==> src/rtl/lcd_pixel_writer.sv <==
// rtl/lcd_pixel_writer.sv - palette-mapping pixel FIFO and raster writer for the ram_lcd framebuffer
//
// Takes 2-bit colour indices from the PPU pixel pipeline on a ready/valid
// handshake. Each index is mapped through the palette register when it is
// accepted, and the resulting shade is queued in a small FIFO. Shades are
// drained in raster order to framebuffer port A at address LCD_W*y + x.
//
// Ports:
//   clk_4mhz        PPU / framebuffer clock
//   rst             synchronous, active-high reset
//   frame_start_in  single-cycle pulse that starts, or restarts, a frame
//   pix_valid_in    a colour index is present on pix_in
//   pix_in          colour index 0..3
//   pix_ready_out   a pixel is accepted this cycle
//   palette_in      palette register; the shade for index i is palette_in[2i+1:2i]
//   hold_in         stalls framebuffer writes while the FIFO keeps filling
//   lcd_addr        framebuffer write address (registered)
//   lcd_data        shade written (registered)
//   lcd_write       write strobe (registered)
//   x_out, y_out    column and line of the next write
//   line_done       one-cycle pulse that accompanies the write of column LCD_W-1
//   frame_done      one-cycle pulse one cycle after the last write of the frame
//   drop_err        sticky flag: a pixel was offered outside RUN
//   state_out       FSM state (IDLE=0, RUN=1, DONE=2), for debug

module lcd_pixel_writer #(
    parameter int LCD_W      = 160,
    parameter int LCD_H      = 144,
    parameter int FIFO_DEPTH = 8,
    parameter int ADDR_W     = 15
) (
    input  logic              clk_4mhz,
    input  logic              rst,
    input  logic              frame_start_in,
    input  logic              pix_valid_in,
    input  logic [1:0]        pix_in,
    output logic              pix_ready_out,
    input  logic [7:0]        palette_in,
    input  logic              hold_in,
    output logic [ADDR_W-1:0] lcd_addr,
    output logic [1:0]        lcd_data,
    output logic              lcd_write,
    output logic [7:0]        x_out,
    output logic [7:0]        y_out,
    output logic              line_done,
    output logic              frame_done,
    output logic              drop_err,
    output logic [1:0]        state_out
);

    localparam int PTR_W = (FIFO_DEPTH > 1) ? $clog2(FIFO_DEPTH) : 1;
    localparam int CNT_W = PTR_W + 1;

    localparam logic [CNT_W-1:0]  CNT_ONE  = CNT_W'(1);
    localparam logic [CNT_W-1:0]  CNT_FULL = CNT_W'(FIFO_DEPTH);
    localparam logic [PTR_W-1:0]  PTR_ONE  = PTR_W'(1);
    localparam logic [7:0]        X_LAST   = 8'(LCD_W - 1);
    localparam logic [7:0]        Y_LAST   = 8'(LCD_H - 1);
    localparam logic [ADDR_W-1:0] ADDR_ONE = ADDR_W'(1);
    localparam logic [ADDR_W-1:0] ADDR_BACK = ADDR_W'(LCD_W - 1);

    typedef enum logic [1:0] {
        ST_IDLE = 2'd0,
        ST_RUN  = 2'd1,
        ST_DONE = 2'd2
    } state_t;

    state_t              state_q, state_d;
    logic [CNT_W-1:0]    cnt_q, cnt_d;
    logic [PTR_W-1:0]    wr_ptr_q, wr_ptr_d;
    logic [PTR_W-1:0]    rd_ptr_q, rd_ptr_d;
    logic [1:0]          fifo_q [FIFO_DEPTH];
    logic [1:0]          fifo_d [FIFO_DEPTH];
    logic [7:0]          x_q, x_d;
    logic [7:0]          y_q, y_d;
    logic [ADDR_W-1:0]   addr_q, addr_d;
    logic [ADDR_W-1:0]   lcd_addr_q, lcd_addr_d;
    logic [1:0]          lcd_data_q, lcd_data_d;
    logic                lcd_write_q, lcd_write_d;
    logic                line_done_q, line_done_d;
    logic                frame_done_q, frame_done_d;
    logic                drop_err_q, drop_err_d;

    logic                ready;
    logic                push;
    logic                pop;
    logic [1:0]          shade_in;

    // Palette lookup at accept time; queued shades are immune to later
    // palette writes.
    always_comb begin
        shade_in = 2'd0;
        case (pix_in)
            2'd0: shade_in = palette_in[1:0];
            2'd1: shade_in = palette_in[3:2];
            2'd2: shade_in = palette_in[5:4];
            2'd3: shade_in = palette_in[7:6];
            default: shade_in = 2'd0;
        endcase
    end

    // Ready looks only at the registered count, so a full FIFO refuses a
    // pixel even in a cycle that also pops.
    assign ready = (state_q == ST_RUN) && (cnt_q < CNT_FULL);
    assign push  = pix_valid_in && ready && !frame_start_in;
    assign pop   = (state_q == ST_RUN) && (cnt_q != '0) && !hold_in && !frame_start_in;

    always_comb begin
        state_d      = state_q;
        cnt_d        = cnt_q;
        wr_ptr_d     = wr_ptr_q;
        rd_ptr_d     = rd_ptr_q;
        fifo_d       = fifo_q;
        x_d          = x_q;
        y_d          = y_q;
        addr_d       = addr_q;
        lcd_addr_d   = lcd_addr_q;
        lcd_data_d   = lcd_data_q;
        lcd_write_d  = 1'b0;
        line_done_d  = 1'b0;
        frame_done_d = 1'b0;
        drop_err_d   = drop_err_q;

        if (push) begin
            fifo_d[wr_ptr_q] = shade_in;
            wr_ptr_d         = wr_ptr_q + PTR_ONE;
        end

        if (pop) begin
            lcd_write_d = 1'b1;
            lcd_addr_d  = addr_q;
            lcd_data_d  = fifo_q[rd_ptr_q];
            rd_ptr_d    = rd_ptr_q + PTR_ONE;
            if (x_q == X_LAST) begin
                x_d         = 8'd0;
                line_done_d = 1'b1;
                if (y_q == Y_LAST) begin
                    // Final pixel: y stays on the last line, x wraps, and
                    // the address is rewound to the start of that line so
                    // it still equals LCD_W*y + x.
                    addr_d  = addr_q - ADDR_BACK;
                    state_d = ST_DONE;
                end else begin
                    y_d    = y_q + 8'd1;
                    addr_d = addr_q + ADDR_ONE;
                end
            end else begin
                x_d    = x_q + 8'd1;
                addr_d = addr_q + ADDR_ONE;
            end
        end

        case ({push, pop})
            2'b10:   cnt_d = cnt_q + CNT_ONE;
            2'b01:   cnt_d = cnt_q - CNT_ONE;
            default: cnt_d = cnt_q;
        endcase

        case (state_q)
            ST_DONE: begin
                frame_done_d = 1'b1;
                state_d      = ST_IDLE;
            end
            default: ;
        endcase

        if (pix_valid_in && (state_q != ST_RUN)) begin
            drop_err_d = 1'b1;
        end

        // A frame start from any state begins a fresh frame. From RUN or
        // DONE this is an abort: queued pixels are discarded and the
        // pending frame_done is suppressed.
        if (frame_start_in) begin
            state_d      = ST_RUN;
            cnt_d        = '0;
            wr_ptr_d     = '0;
            rd_ptr_d     = '0;
            x_d          = 8'd0;
            y_d          = 8'd0;
            addr_d       = '0;
            frame_done_d = 1'b0;
        end
    end

    always_ff @(posedge clk_4mhz) begin
        if (rst) begin
            state_q      <= ST_IDLE;
            cnt_q        <= '0;
            wr_ptr_q     <= '0;
            rd_ptr_q     <= '0;
            x_q          <= 8'd0;
            y_q          <= 8'd0;
            addr_q       <= '0;
            lcd_addr_q   <= '0;
            lcd_data_q   <= 2'd0;
            lcd_write_q  <= 1'b0;
            line_done_q  <= 1'b0;
            frame_done_q <= 1'b0;
            drop_err_q   <= 1'b0;
        end else begin
            state_q      <= state_d;
            cnt_q        <= cnt_d;
            wr_ptr_q     <= wr_ptr_d;
            rd_ptr_q     <= rd_ptr_d;
            x_q          <= x_d;
            y_q          <= y_d;
            addr_q       <= addr_d;
            lcd_addr_q   <= lcd_addr_d;
            lcd_data_q   <= lcd_data_d;
            lcd_write_q  <= lcd_write_d;
            line_done_q  <= line_done_d;
            frame_done_q <= frame_done_d;
            drop_err_q   <= drop_err_d;
        end
    end

    // FIFO storage carries no reset; the count and pointers define which
    // entries are valid.
    always_ff @(posedge clk_4mhz) begin
        fifo_q <= fifo_d;
    end

    assign pix_ready_out = ready;
    assign lcd_addr      = lcd_addr_q;
    assign lcd_data      = lcd_data_q;
    assign lcd_write     = lcd_write_q;
    assign x_out         = x_q;
    assign y_out         = y_q;
    assign line_done     = line_done_q;
    assign frame_done    = frame_done_q;
    assign drop_err      = drop_err_q;
    assign state_out     = state_q;

endmodule
==> config.mk <==
export PLATFORM = sky130hd
export DESIGN_NAME = lcd_pixel_writer
export DESIGN_NICKNAME = d
export VERILOG_FILES = /design/src/rtl/lcd_pixel_writer.sv
export SDC_FILE = /design/constraint.sdc
export NUM_CORES = 1
export LEC_CHECK = 0
export ABC_CLOCK_PERIOD_IN_PS = 3850
export BUFFER_PORTS_ARGS = -buffer_cell sky130_fd_sc_hd__buf_4
export CAP_MARGIN = 20
export CELL_PAD_IN_SITES_DETAIL_PLACEMENT = 0
export CELL_PAD_IN_SITES_GLOBAL_PLACEMENT = 1
export CORE_MARGIN = 2
export CORE_UTILIZATION = 43
export CTS_CLUSTER_SIZE = 16
export DETAILED_ROUTE_END_ITERATION = 8
export PLACE_DENSITY = 0.75
export SETUP_SLACK_MARGIN = 0.2
export SLEW_MARGIN = 20
export SYNTH_ARGS = -nofsm -noshare
export SYNTH_HDL_FRONTEND = slang
export SYNTH_SLANG_ARGS = --single-unit
==> constraint.sdc <==
create_clock -name clk_4mhz -period 3.85 [get_ports clk_4mhz]
set_input_delay 0.1925 -clock clk_4mhz [delete_from_list [all_inputs] [get_ports clk_4mhz]]
set_output_delay 0.1925 -clock clk_4mhz [all_outputs]
set_load 0.03 [all_outputs]
==> Flow_metrics.wiki <==
{| class="wikitable"
! Metric !! Value
|-
| Run status || completed
|-
| Final-layout fill cell count || 791
|-
| Layout-stage area growth over the synthesis result || 17.7%
|-
| Startpoint of the most critical hold path || pix_valid_in
|-
| Post-synth EDFFs || 16
|-
| Non-filler instance count after layout || 550
|-
| Number of buffers added on ports || 54
|-
| Leftover overflow at the end of global routing || 0
|-
| Share of cells above drive strength 1 || 0.202
|-
| Part of the Yosys area used for sequential elements || 0.474
|-
| Distinct cell type count after synthesis || between 50 and 60
|-
| TritonCTS clock tree || done
|-
| Required time of the critical path || around 4100 ps
|-
| Largest driver fanout on the critical path || 28
|-
| Number of buffers added by the clock tree synthesis step || 9
|-
| Capture instance of the worst register-to-register path || cnt_q[2]
|-
| Total cell area at the placement stage || 4170 sq um
|-
| First-pass GRT wire length || 13200 um
|-
| Antenna Diode Count || 0
|-
| CTS sink cnt || 80
|-
| DRT Wirelength || 7760 um
|-
| Count of nets after finishing || approximately 460
|-
| Type of the worst setup path || reg2reg
|-
| Length of the first detailed-routing pass in iterations || 4
|-
| Fraction of synthesis flops using an asynchronous set or reset pin || 0
|-
| Number of hold-slack violations in the final timing report || 0
|-
| Worst Slack Setup Final || just over 900 ps
|-
| Tmin final || roughly 2900 ps
|-
| Total area of multi-input combinational cells || between 1500 and 2000 sq um
|-
| Path category of the worst min-delay check || in2reg
|-
| Overall via count from detail_route || approximately 2900
|-
| Synthesized area divided by synthesized cell count || 9.43 sq um
|-
| Total nets after synthesis || 417
|-
| Syn Std Cell Area || roughly 3700 sq um
|-
| DRC violations left || 0
|-
| Total power of the final layout || 1.55 mW
|-
| Site Rows || 33
|-
| Hold Buf Count CTS || 0
|-
| Die X || ~97 um
|-
| Initial core utilization || 0.448
|-
| Global placer's final weighted congestion || ~0.75
|-
| Deepest level of the CTS H-tree || 3
|-
| Clock insertion delay at the later pin of the skew report || about 340 ps
|-
| Number of instances in the synthesized netlist || about 400
|-
| Hold_ws || 79.8 ps
|-
| Die area || roughly 9400 sq um
|-
| Initial antenna violation count || 0
|-
| Residual antenna-violating net count after detailed routing || 0
|-
| Total Routing Usage GR || 0.170
|-
| Peak Freq || 340 MHz
|-
| Register clock-pin slew on the reported worst setup and hold paths || approximately 80 ps
|-
| Average routed wire per standard cell || about 14 um
|-
| Largest net degree at the start of global routing || 40
|-
| Resized cells post-CTS || 0
|-
| Die span in y || between 90 and 100 um
|-
| Reg-to-reg slack, setup || approximately 910 ps
|-
| Worst reg2reg path depth || 10
|-
| Worst slew margin || 0.492
|-
| Drt via density || approximately 5.3
|-
| Worst vdd ir || ~0.00023 V
|-
| Warnings, synthesis || 0
|-
| Worst hold path stage count || 3
|-
| Static leakage || roughly 1.6 nW
|-
| FF+latch count, synth || 80
|-
| Cell area power density || 354 nW/um^2
|-
| Fraction of the cycle the final worst path needs || 0.764
|-
| Area of the core || roughly 8300 sq um
|-
| Final core area utilization || 0.527
|-
| HPWL after DPL || about 5300 um
|-
| Endpoint, Worst Hold || drop_err
|-
| Final Cell Area || 4370 sq um
|-
| Max Root-Sink Buffers || 2
|-
| Largest clock skew in the final design || approximately 5.5 ps
|-
| Setup total negative slack || 0 ps
|-
| Crit Reg-Reg Startpoint || cnt_q[2]
|-
| Number of pins exceeding their max-slew limit in the final report || 0
|-
| Transition time of the tightest slew-check pin || 762 ps
|-
| Storage element area || 1760 sq um
|-
| I/O pin total || 55
|-
| Count of max-cap constraint violations || 0
|-
| Via count of the first global-routing pass || around 2700
|-
| Crit start category || register
|-
| Post-placement cell count || between 500 and 600
|-
| Number of failing setup endpoints in the final timing report || 0
|-
| Library cell used as clock root buffer || sky130_fd_sc_hd__clkbuf_8
|-
| Type of element capturing the critical path || register
|-
| RSZ-0062 raised after global routing || no
|-
| Pre-CTS setup slack || about 940 ps
|-
| Number of post-CTS setup repair buffers || 0
|-
| Data arrival, critical path || approximately 3200 ps
|-
| Dominant synthesized flop cell || sky130_fd_sc_hd__dfxtp_1
|-
| Drt initial violations || 88
|}
==> how the worst max path moves through the flow <==
stage               depth (start not counted)      from  slack (ps)        to
global route                               10  cnt_q[2]         660  cnt_q[2]
detailed placement                         10  cnt_q[2]         940  cnt_q[2]
CTS                                        10  cnt_q[2]         890  cnt_q[2]
global placement                           10  cnt_q[2]        1020  cnt_q[2]
floorplan                                  13  cnt_q[2]        1120  cnt_q[2]
finish                                     10  cnt_q[2]         910  cnt_q[2]
==> cell families after synthesis <==
logic type,after synthesis,synth area share
flip-flops,80,0.474
XOR/XNOR,27,0.0636
adder cells (fa/ha/maj),8,0.0269
multiplexers,16,0.0633
AO/OA/AOI/OAI,50,0.0835
buffers and inverters,25,0.0300
AND/OR/NAND/NOR,188,0.259
==> area by class of cell <==
class / instances / share of cell area
inverters: 5 / 0.00429
clock buffers: 10 / 0.0315
clock inverters: 6 / 0.0154
multi-input cells: 289 / 0.422
well taps: 105 / 0.0300
repair buffers: 55 / 0.0944
flip-flops and latches: 80 / 0.403
==> power by group <==
| part | total, mW | internal, mW | switching (mW) |
|---|---|---|---|
| logic | 0.0554 | 0.0227 | 0.0327 |
| registers | 0.861 | 0.858 | 0.00269 |
| clock network | 0.632 | 0.319 | 0.313 |
| total | 1.55 | 1.20 | 0.348 |
==> cell usage in the layout (no fill, tap or decap), types with 3 or more instances in the layout <==
cell type / Yosys / layout
sky130_fd_sc_hd__a211oi_1: 3 / 3
sky130_fd_sc_hd__a21oi_1: 24 / 24
sky130_fd_sc_hd__and2_1: 3 / 3
sky130_fd_sc_hd__and3_1: 4 / 4
sky130_fd_sc_hd__and4_1: 6 / 6
sky130_fd_sc_hd__buf_4: 0 / 55
sky130_fd_sc_hd__clkbuf_8: 0 / 10
sky130_fd_sc_hd__dfxtp_1: 64 / 64
sky130_fd_sc_hd__edfxtp_1: 16 / 16
sky130_fd_sc_hd__ha_1: 8 / 8
sky130_fd_sc_hd__inv_1: 4 / 4
sky130_fd_sc_hd__mux2i_1: 10 / 10
sky130_fd_sc_hd__mux4_2: 6 / 6
sky130_fd_sc_hd__nand2_1: 50 / 50
sky130_fd_sc_hd__nand2b_1: 6 / 6
sky130_fd_sc_hd__nand3_1: 11 / 11
sky130_fd_sc_hd__nand4_1: 10 / 10
sky130_fd_sc_hd__nor2_1: 51 / 51
sky130_fd_sc_hd__nor3_1: 13 / 13
sky130_fd_sc_hd__nor3b_1: 4 / 4
sky130_fd_sc_hd__nor4_1: 6 / 6
sky130_fd_sc_hd__o21a_1: 4 / 4
sky130_fd_sc_hd__o21ai_0: 8 / 8
sky130_fd_sc_hd__o21bai_1: 3 / 3
sky130_fd_sc_hd__or3_1: 7 / 7
sky130_fd_sc_hd__xnor2_1: 9 / 9
sky130_fd_sc_hd__xor2_1: 18 / 18
==> synthesized netlist by cell type, drive strengths merged, types with 7 or more instances <==
library cell	instances	area, sq um
dfxtp	64	1280
edfxtp	16	480
xnor2	9	78.8
mux2i	10	100
ha	8	100
or3	7	43.8
o21ai	8	40.0
buf	10	55.1
nor2	51	191
nand2	51	194
a21oi	25	129
nor3	14	75.1
nand3	11	55.1
xor2	18	158
clkbuf	10	37.5
nand4	10	62.6
==> flip-flops by register name, indices dropped and copies added, names as in the netlist, 2 cells and up <==
name / cells
cnt_q: 4
addr_q: 15
lcd_data: 2
x_out: 8
rd_ptr_q: 3
fifo_q: 16
wr_ptr_q: 3
state_out: 2
lcd_addr: 15
y_out: 8
==> layer usage <==
metal  wire [um]  share of wire  global-route usage
met4         109          0.014              0.0639
met5           0              0                   0
met2        3720           0.48               0.282
met3         260          0.033              0.0347
met1        3670           0.47               0.220
==> critical path, stage by stage (launching register included) <==
cell and delay [ps]:
sky130_fd_sc_hd__dfxtp_1 360, sky130_fd_sc_hd__or4_1 630, sky130_fd_sc_hd__nand2_2 490, sky130_fd_sc_hd__inv_2 100, sky130_fd_sc_hd__ha_1 260, sky130_fd_sc_hd__xor2_1 170
sky130_fd_sc_hd__ha_1 190, sky130_fd_sc_hd__a21oi_1 140, sky130_fd_sc_hd__xor2_1 90, sky130_fd_sc_hd__or3_1 300, sky130_fd_sc_hd__a21oi_1 140
(Power assumes the default switching activity.)
